**config.mk**
```make
export PLATFORM = sky130hd
export DESIGN_NAME = ct_f_spsram_1024x92_ctrl
export DESIGN_NICKNAME = d
export VERILOG_FILES = /design/src/rtl/ct_f_spsram_1024x92_ctrl.sv
export SDC_FILE = /design/constraint.sdc
export NUM_CORES = 1
export LEC_CHECK = 0
export BUFFER_PORTS_ARGS = -buffer_cell sky130_fd_sc_hd__buf_2
export CELL_PAD_IN_SITES_DETAIL_PLACEMENT = 1
export CELL_PAD_IN_SITES_GLOBAL_PLACEMENT = 1
export CORE_AREA = 2 2 192 194
export CTS_CLUSTER_SIZE = 12
export DETAILED_ROUTE_END_ITERATION = 6
export DIE_AREA = 0 0 194 196
export HOLD_SLACK_MARGIN = 0.08
export PLACE_DENSITY = 0.74
export SLEW_MARGIN = 20
export SYNTH_ARGS = -nofsm -noshare
export SYNTH_HDL_FRONTEND = slang
export SYNTH_SLANG_ARGS = --single-unit
```
**constraint.sdc**
```tcl
create_clock -name CLK -period 8.7 [get_ports CLK]
set_input_delay 0.435 -clock CLK [delete_from_list [all_inputs] [get_ports CLK]]
set_output_delay 0.435 -clock CLK [all_outputs]
set_load 0.05 [all_outputs]
```
**src/rtl/ct_f_spsram_1024x92_ctrl.sv**
```systemverilog
// Controller for a 1024x92 single-port SRAM: power-on/on-demand clear,
// lane-masked writes and a 2-entry read response buffer.
module ct_f_spsram_1024x92_ctrl #(
    parameter int ADDR_WIDTH = 10,
    parameter int WRAP_SIZE  = 23
) (
    input  logic                   CLK,
    input  logic                   RST,
    input  logic                   req_vld,
    output logic                   req_rdy,
    input  logic                   req_wr,
    input  logic [ADDR_WIDTH-1:0]  req_addr,
    input  logic [4*WRAP_SIZE-1:0] req_wdata,
    input  logic [3:0]             req_lane_en,
    output logic                   rsp_vld,
    input  logic                   rsp_rdy,
    output logic [4*WRAP_SIZE-1:0] rsp_data,
    input  logic                   init_req,
    output logic                   init_done,
    output logic [ADDR_WIDTH-1:0]  A,
    output logic                   CEN,
    output logic                   GWEN,
    output logic [4*WRAP_SIZE-1:0] WEN,
    output logic [4*WRAP_SIZE-1:0] D,
    input  logic [4*WRAP_SIZE-1:0] Q
);

    localparam int DW = 4 * WRAP_SIZE;

    typedef enum logic [1:0] {
        ST_INIT  = 2'd0,
        ST_RUN   = 2'd1,
        ST_DRAIN = 2'd2
    } state_e;

    state_e                  state_q, state_d;
    logic [ADDR_WIDTH-1:0]   cnt_q, cnt_d;
    logic                    rd_inflight_q, rd_inflight_d;
    logic [1:0]              fifo_cnt_q, fifo_cnt_d;
    logic                    wptr_q, wptr_d;
    logic                    rptr_q, rptr_d;
    logic [DW-1:0]           mem0_q, mem0_d;
    logic [DW-1:0]           mem1_q, mem1_d;

    logic                    push;
    logic                    pop;
    logic [2:0]              occ;
    logic                    rd_ok;
    logic                    xfer;

    // Occupancy counts the read still in the SRAM pipeline, net of a pop
    // happening this cycle, so a new read always finds a free slot.
    always_comb begin
        push      = rd_inflight_q;
        rsp_vld   = (fifo_cnt_q != 2'd0);
        pop       = rsp_vld && rsp_rdy;
        occ       = {1'b0, fifo_cnt_q} + {2'b00, rd_inflight_q}
                    - {2'b00, pop};
        rd_ok     = (occ < 3'd2);
        init_done = (state_q == ST_RUN);
        req_rdy   = (state_q == ST_RUN) && (req_wr || rd_ok);
        xfer      = req_vld && req_rdy;
        rsp_data  = '0;
        if (rsp_vld) begin
            rsp_data = rptr_q ? mem1_q : mem0_q;
        end
    end

    always_comb begin
        state_d = state_q;
        cnt_d   = cnt_q;
        unique case (state_q)
            ST_INIT: begin
                if (cnt_q == '1) begin
                    state_d = ST_RUN;
                    cnt_d   = '0;
                end else begin
                    cnt_d = ADDR_WIDTH'(cnt_q + 1);
                end
            end
            ST_RUN: begin
                if (init_req) begin
                    state_d = ST_DRAIN;
                end
            end
            ST_DRAIN: begin
                if (!rd_inflight_q) begin
                    state_d = ST_INIT;
                end
            end
            default: begin
                state_d = ST_INIT;
                cnt_d   = '0;
            end
        endcase
    end

    always_comb begin
        rd_inflight_d = xfer && !req_wr;
        fifo_cnt_d    = fifo_cnt_q + {1'b0, push} - {1'b0, pop};
        wptr_d        = wptr_q ^ push;
        rptr_d        = rptr_q ^ pop;
        mem0_d        = mem0_q;
        mem1_d        = mem1_q;
        if (push) begin
            if (wptr_q) begin
                mem1_d = Q;
            end else begin
                mem0_d = Q;
            end
        end
    end

    // SRAM pins are forced idle while reset is held.
    always_comb begin
        CEN  = 1'b1;
        GWEN = 1'b1;
        WEN  = '1;
        A    = '0;
        D    = '0;
        if (!RST) begin
            if (state_q == ST_INIT) begin
                CEN  = 1'b0;
                GWEN = 1'b0;
                WEN  = '0;
                A    = cnt_q;
            end else if (xfer) begin
                CEN = 1'b0;
                A   = req_addr;
                if (req_wr) begin
                    D    = req_wdata;
                    GWEN = ~|req_lane_en;
                    for (int i = 0; i < 4; i++) begin
                        WEN[i*WRAP_SIZE +: WRAP_SIZE] =
                            {WRAP_SIZE{~req_lane_en[i]}};
                    end
                end
            end
        end
    end

    always_ff @(posedge CLK or posedge RST) begin
        if (RST) begin
            state_q       <= ST_INIT;
            cnt_q         <= '0;
            rd_inflight_q <= 1'b0;
            fifo_cnt_q    <= 2'd0;
            wptr_q        <= 1'b0;
            rptr_q        <= 1'b0;
            mem0_q        <= '0;
            mem1_q        <= '0;
        end else begin
            state_q       <= state_d;
            cnt_q         <= cnt_d;
            rd_inflight_q <= rd_inflight_d;
            fifo_cnt_q    <= fifo_cnt_d;
            wptr_q        <= wptr_d;
            rptr_q        <= rptr_d;
            mem0_q        <= mem0_d;
            mem1_q        <= mem1_d;
        end
    end

endmodule

```
# Yosys cells after proc, flatten, opt, wreduce, memory -nomap -nowiden

Index checks and enable logic that the tools add are counted.

Equal/unequal tests: 6
Bitwise logic cells: 7
Reduce and logical (&&, ||, !) cells: 14
Add/subtract/negate cells: 5
Muxes and demuxes: 26
Magnitude comparators: 1

Operators by type and width:

| operator              | number |
|---|---|
| $mux 92               | 10 |
| $mux 10               | 4 |
| $pmux 10 s2           | 1 |
| $add 10x1->10 const B | 1 |
| $eq 10x10->1 const B  | 1 |
| $mux 1                | 7 |
| $mux 2                | 3 |
| $ne 2x2->1 const B    | 3 |
| $pmux 2 s3            | 1 |
| $not 1->1             | 5 |
| $logic_and 1x1->1     | 4 |
| $reduce_and 2->1      | 2 |
| $reduce_or 4->1       | 1 |
| $add 2x1->3           | 1 |
| $lt 3x2->1 const B    | 1 |
| $reduce_and 3->1      | 1 |
| $sub 3x1->3           | 1 |
| $add 2x1->2           | 1 |
| $eq 2x1->1 const B    | 1 |
| $eq 2x2->1 const B    | 1 |
| $logic_not 1->1       | 2 |
| $logic_not 2->1       | 1 |
| $reduce_bool 2->1     | 1 |
| $reduce_or 2->1       | 1 |
| 3 further kinds       | 4 |

Output and inout bits: 291
Logic and storage cells: 67
Input port bits: 204
Flip-flop bits (word level): 201

# Logic depth before layout (Yosys ltp)

Depth after elaboration: 10
Gate-level depth with buffers: 13

# Least setup slack after synthesis

No wires, ideal clock.

Path type: register to output
Start: register fifo_cnt_q[1]
End: output WEN[10]
Arrival time: 3.565 ns
Data required time: 8.265 ns
Path buffers: 1
Cell stages (with the launch flop): 14
Slack: 4.700 ns
Cells stage by stage: dfrtp_1 > nor2_1 > inv_1 > and2_1 > ha_1 > inv_1 > ha_1 > inv_1 > fa_1 > xnor2_1 > a211oi_1 > a211o_1 > or2_1 > buf_4

Longest elaborated chain between the ends: 10
Elaborated cells between the ends (all ways): 11
Classes of those cells: 2 x add/sub; 1 x order compare; 3 x mux; 5 x reduce/logical

RTL lines:

| element                  | RTL line | RTL |
|---|---|---|
| start: declaration       | 39       | `logic [1:0] fifo_cnt_q, fifo_cnt_d;` |
| start signal: assignment | 156      | `fifo_cnt_q <= fifo_cnt_d;` |
| $reduce_bool 2->1        | 55       | `rsp_vld = (fifo_cnt_q != 2'd0);` |
| net rsp_vld              | 15       | `output logic rsp_vld,` |
| $logic_and 1x1->1        | 56       | `pop = rsp_vld && rsp_rdy;` |
| $sub 3x1->3              | 58       | `- {2'b00, pop};` |
| $lt 3x2->1               | 59       | `rd_ok = (occ < 3'd2);` |
| $logic_or 1x1->1         | 61       | `req_rdy = (state_q == ST_RUN) && (req_wr \|\| rd_ok);` |
| $logic_and 1x1->1        | 61       |  |
| $logic_and 1x1->1        | 62       | `xfer = req_vld && req_rdy;` |
| $mux 92                  | 127      | `end else if (xfer) begin` |
| $mux 92                  | 122      | `if (state_q == ST_INIT) begin` |
| $mux 92                  | 121      | `if (!RST) begin` |
| end: declaration         | 23       | `output logic [4*WRAP_SIZE-1:0] WEN,` |

The timed path passes the listed nets, and every way through them passes these cells.

# Worst setup path after layout

Start: register fifo_cnt_q[1]
End: output WEN[37]

Longest elaborated chain between the ends: 10
Elaborated cells between the ends (all ways): 11
Classes of those cells: 2 x add/sub; 1 x order compare; 3 x mux; 5 x reduce/logical

RTL lines:

| element                                             | RTL line |
|---|---|
| branches (longest 2 deep; another with $add 2x1->3) | - |
| $sub 3x1->3 *                                       | 58 |
| $lt 3x2->1 *                                        | 59 |
| $logic_or 1x1->1 *                                  | 61 |
| $logic_and 1x1->1 *                                 | 61 |
| $logic_and 1x1->1 *                                 | 62 |
| $mux 92 *                                           | 127 |
| $mux 92 *                                           | 122 |
| $mux 92 *                                           | 121 |

Mark *: on every way between the ends.

==> metrics.cfg <==
[run]
max_cap_viol_count = 0

[synthesis]
synth-seq-area-share_pct = 47.3
syn_nets = 1128
netlist.area_leader.share_pct = 47.3
synth_top_cell_by_area = dfrtp_1
ys_types = 39
syn_area_per_cell_um2 = 11.6
synth_area_mm2 = 0.0106
yosys_warnings = 0
synthArstFlopShare_pct = 100
synth_seq_cells = 201
synth_edf_count = 0
ys.flop_type = dfrtp_1
syn_inst = 915
synthTopCellsByArea = dfrtp_1, mux2_2, mux2i_1

[sta]
worst_pin_slew_ps = 974
fin_tns_setup_ps = 0
timing.final.crit_share_pct = 63.5
fmax_mhz = 181
finClkSkew_ps = 11.8
finalHoldViolations = 0
finalSetupViolations = 0
rsz0062_at_grt = no
drv_slew = 0
max_slew_margin_pct = 35.0
period_minus_slack_ps = 5520

[finish]
fin_nets = 1511
final_cells = 1791
syn2layout_area_growth_pct = 28.8
num-fill-cells = 4109
drive_above_1_share_pct = 55.9

[clock_tree]
cts_root_buf = clkbuf_16
ctsHtreeMaxLevel = 1
cts_made_buffers = 24
cts_hold_buffers = 0
clock_path_buffers = 3
cts_resized = 0
clk_latency_ps = 530
clock_sinks = 201
postCtsSetupBuffers = 0
clkTransAtPathRegs_ps = 60
cts_tree = done

[worst_setup_path]
cp-start-kind = flip-flop
r2r_slack_ps = 5670
reg2reg_depth = 11
crit_required_ps = 8270
endpoint_kind = output port
crit-reg2reg-launch = fifo_cnt_q[1]$_DFF_PP0_
cp_max_fo = 37
cp.arrival_ps = 5090
r2r_end = push$_DFF_PP0_
path_class = flip-flop to output port

[die]
die_h_um = 196
row_count = 70
io_pins = 495
initial_core_util_pct = 29.4
die-area_mm2 = 0.0380
core_area_mm2 = 0.0361
die_width_um = 194

[place]
place_inst = 1740
portBuffers = 494
hpwlAfterDp_um = 30700
gp_congestion = 0.977

[routing]
drt-total-wl_um = 39900
wl_per_cell_um = 22.3
drtPass1Iterations = 4
drc_errors = 0
vias = 8271
viasPerCell = 4.62
drtIter0Drc = 247
ant_nets = 0

[grt]
antenna_found_initial = 19
grt_max_degree = 135
grt_pass1_vias = 8717
grt_overflow = 0
track_usage_pct = 20.0
grt_pass1_wl_um = 57000

[power]
pwr_density_cell_mw_per_mm2 = 182
vdd_drop_max_v = 0.000133
leakagePower_uw = 0.00791

[outcome]
outcome = completed

[worst_hold_path]
hold_path.class = input pin to asynchronous set/reset pin

[layout make-up]
type	instances	area, µm²	share of cell area (%)
antenna	9	22.5	0.165
tap	468	586	4.28
inverter	13	56.3	0.412
timing repair buffer	501	2520	18.5
clock inverter	9	124	0.905
sequential	201	5030	36.8
clock buffer	33	674	4.93
multi-input combinational	557	4660	34.1
[critical path: stages, from the launching register on]
cell and delay, ps:
dfrtp_1 440, nor2_4 730, inv_1 130, and2_1 220
ha_1 270, inv_1 60, ha_1 140, inv_1 50
fa_1 400, xnor2_1 160, a211oi_1 270, a211o_1 680
or2_1 620, buf_2 390
[synth_stat cells, types with 6 or more instances]
library cell and count:
clkbuf_2 8, and2_1 93, nand2_1 6, inv_1 12, mux2_2 184, nor2_1 111, mux2i_1 102, ha_1 8
a21oi_1 8, clkbuf_1 16, buf_2 30, dfrtp_1 201, buf_4 90
[state kept, by name (all words and copies together) (netlist names)]
name	count
cnt_q	10
push	1
mem1_q	92
fifo_cnt_q	2
rptr_q	1
state_q	2
mem0_q	92
wptr_q	1
[through the flow]
| step | hold slack (ps) | util, % | power, µW | setup WS, ps | cell area, µm² |
|---|---|---|---|---|---|
| 2_1_floorplan | 479 | - | 1370 | 2780 | 10600 |
| 4_1_cts | 121 | 37.9 | 2540 | 3100 | 13700 |
| 3_3_place_gp | 488 | 35.6 | 1510 | 3820 | 12900 |
| 3_5_place_dp | 495 | 35.6 | 1510 | 3690 | 12900 |
| 5_1_grt | 124 | 37.9 | 2600 | 2780 | 13700 |
| 6_report | 139 | 37.9 | 2490 | 3180 | 13700 |
[placed cells by master, fill, tap and decap left out, types with 2 or more instances in the layout]
master / netlist / final
or2_1: 4 / 4
clkinv_2: 0 / 5
clkbuf_1: 16 / 5
nand2_1: 6 / 6
diode_2: 0 / 9
ha_1: 8 / 6
xor2_1: 3 / 3
nand2b_1: 2 / 2
xnor2_1: 4 / 4
inv_1: 12 / 11
o21ai_0: 3 / 3
clkbuf_16: 0 / 24
dfrtp_1: 201 / 200
and2_1: 93 / 93
nor2_1: 111 / 110
nand3_1: 4 / 4
buf_4: 90 / 7
nand4b_1: 2 / 2
clkbuf_8: 0 / 4
ha_4: 0 / 2
buf_2: 30 / 494
a21o_1: 3 / 3
mux2_2: 184 / 184
bufinv_16: 0 / 2
nor3_1: 4 / 4
mux2i_1: 102 / 102
a21oi_1: 8 / 8
[power breakdown]
group | internal [µW] | switching (µW) | total [µW]
Sequential | 944 | 64.0 | 1010
Clock | 604 | 396 | 1000
Combinational | 161 | 317 | 479
Total | 1710 | 778 | 2490
[per-layer routing]
layer / GRT usage, % / up-vias / wire length [µm]
li1: - / 3749 / -
met1: 20.9 / 4140 / 14100
met2: 35.9 / 297 / 20600
met3: 6.00 / 77 / 2900
met4: 11.2 / 8 / 2250
met5: 0 / - / 47
[how the worst max path moves through the flow]
stage,start,end,slack (ps),cells past startpoint
floorplan,RST,cnt_q[0]$_DFFE_PP0N_,2780,1
global placement,fifo_cnt_q[1]$_DFF_PP0_,WEN[66],3820,13
detailed placement,fifo_cnt_q[1]$_DFF_PP0_,WEN[37],3690,13
CTS,fifo_cnt_q[1]$_DFF_PP0_,WEN[37],3100,13
global route,fifo_cnt_q[1]$_DFF_PP0_,WEN[35],2780,13
finish,fifo_cnt_q[1]$_DFF_PP0_,WEN[37],3180,13
[kinds of logic (layout without fill, tap and decap cells)]
group,count (synthesis),count (layout),synth area share (%)
compound gates,22,22,1.46
buf+inv,157,556,9.18
other cells,0,9,0
fa+ha+maj,9,9,1.13
mux,286,286,29.1
simple gates,233,233,11.2
flops,201,201,47.3
xor+xnor,7,7,0.577
Note: power is estimated with default switching activity, not from simulation.
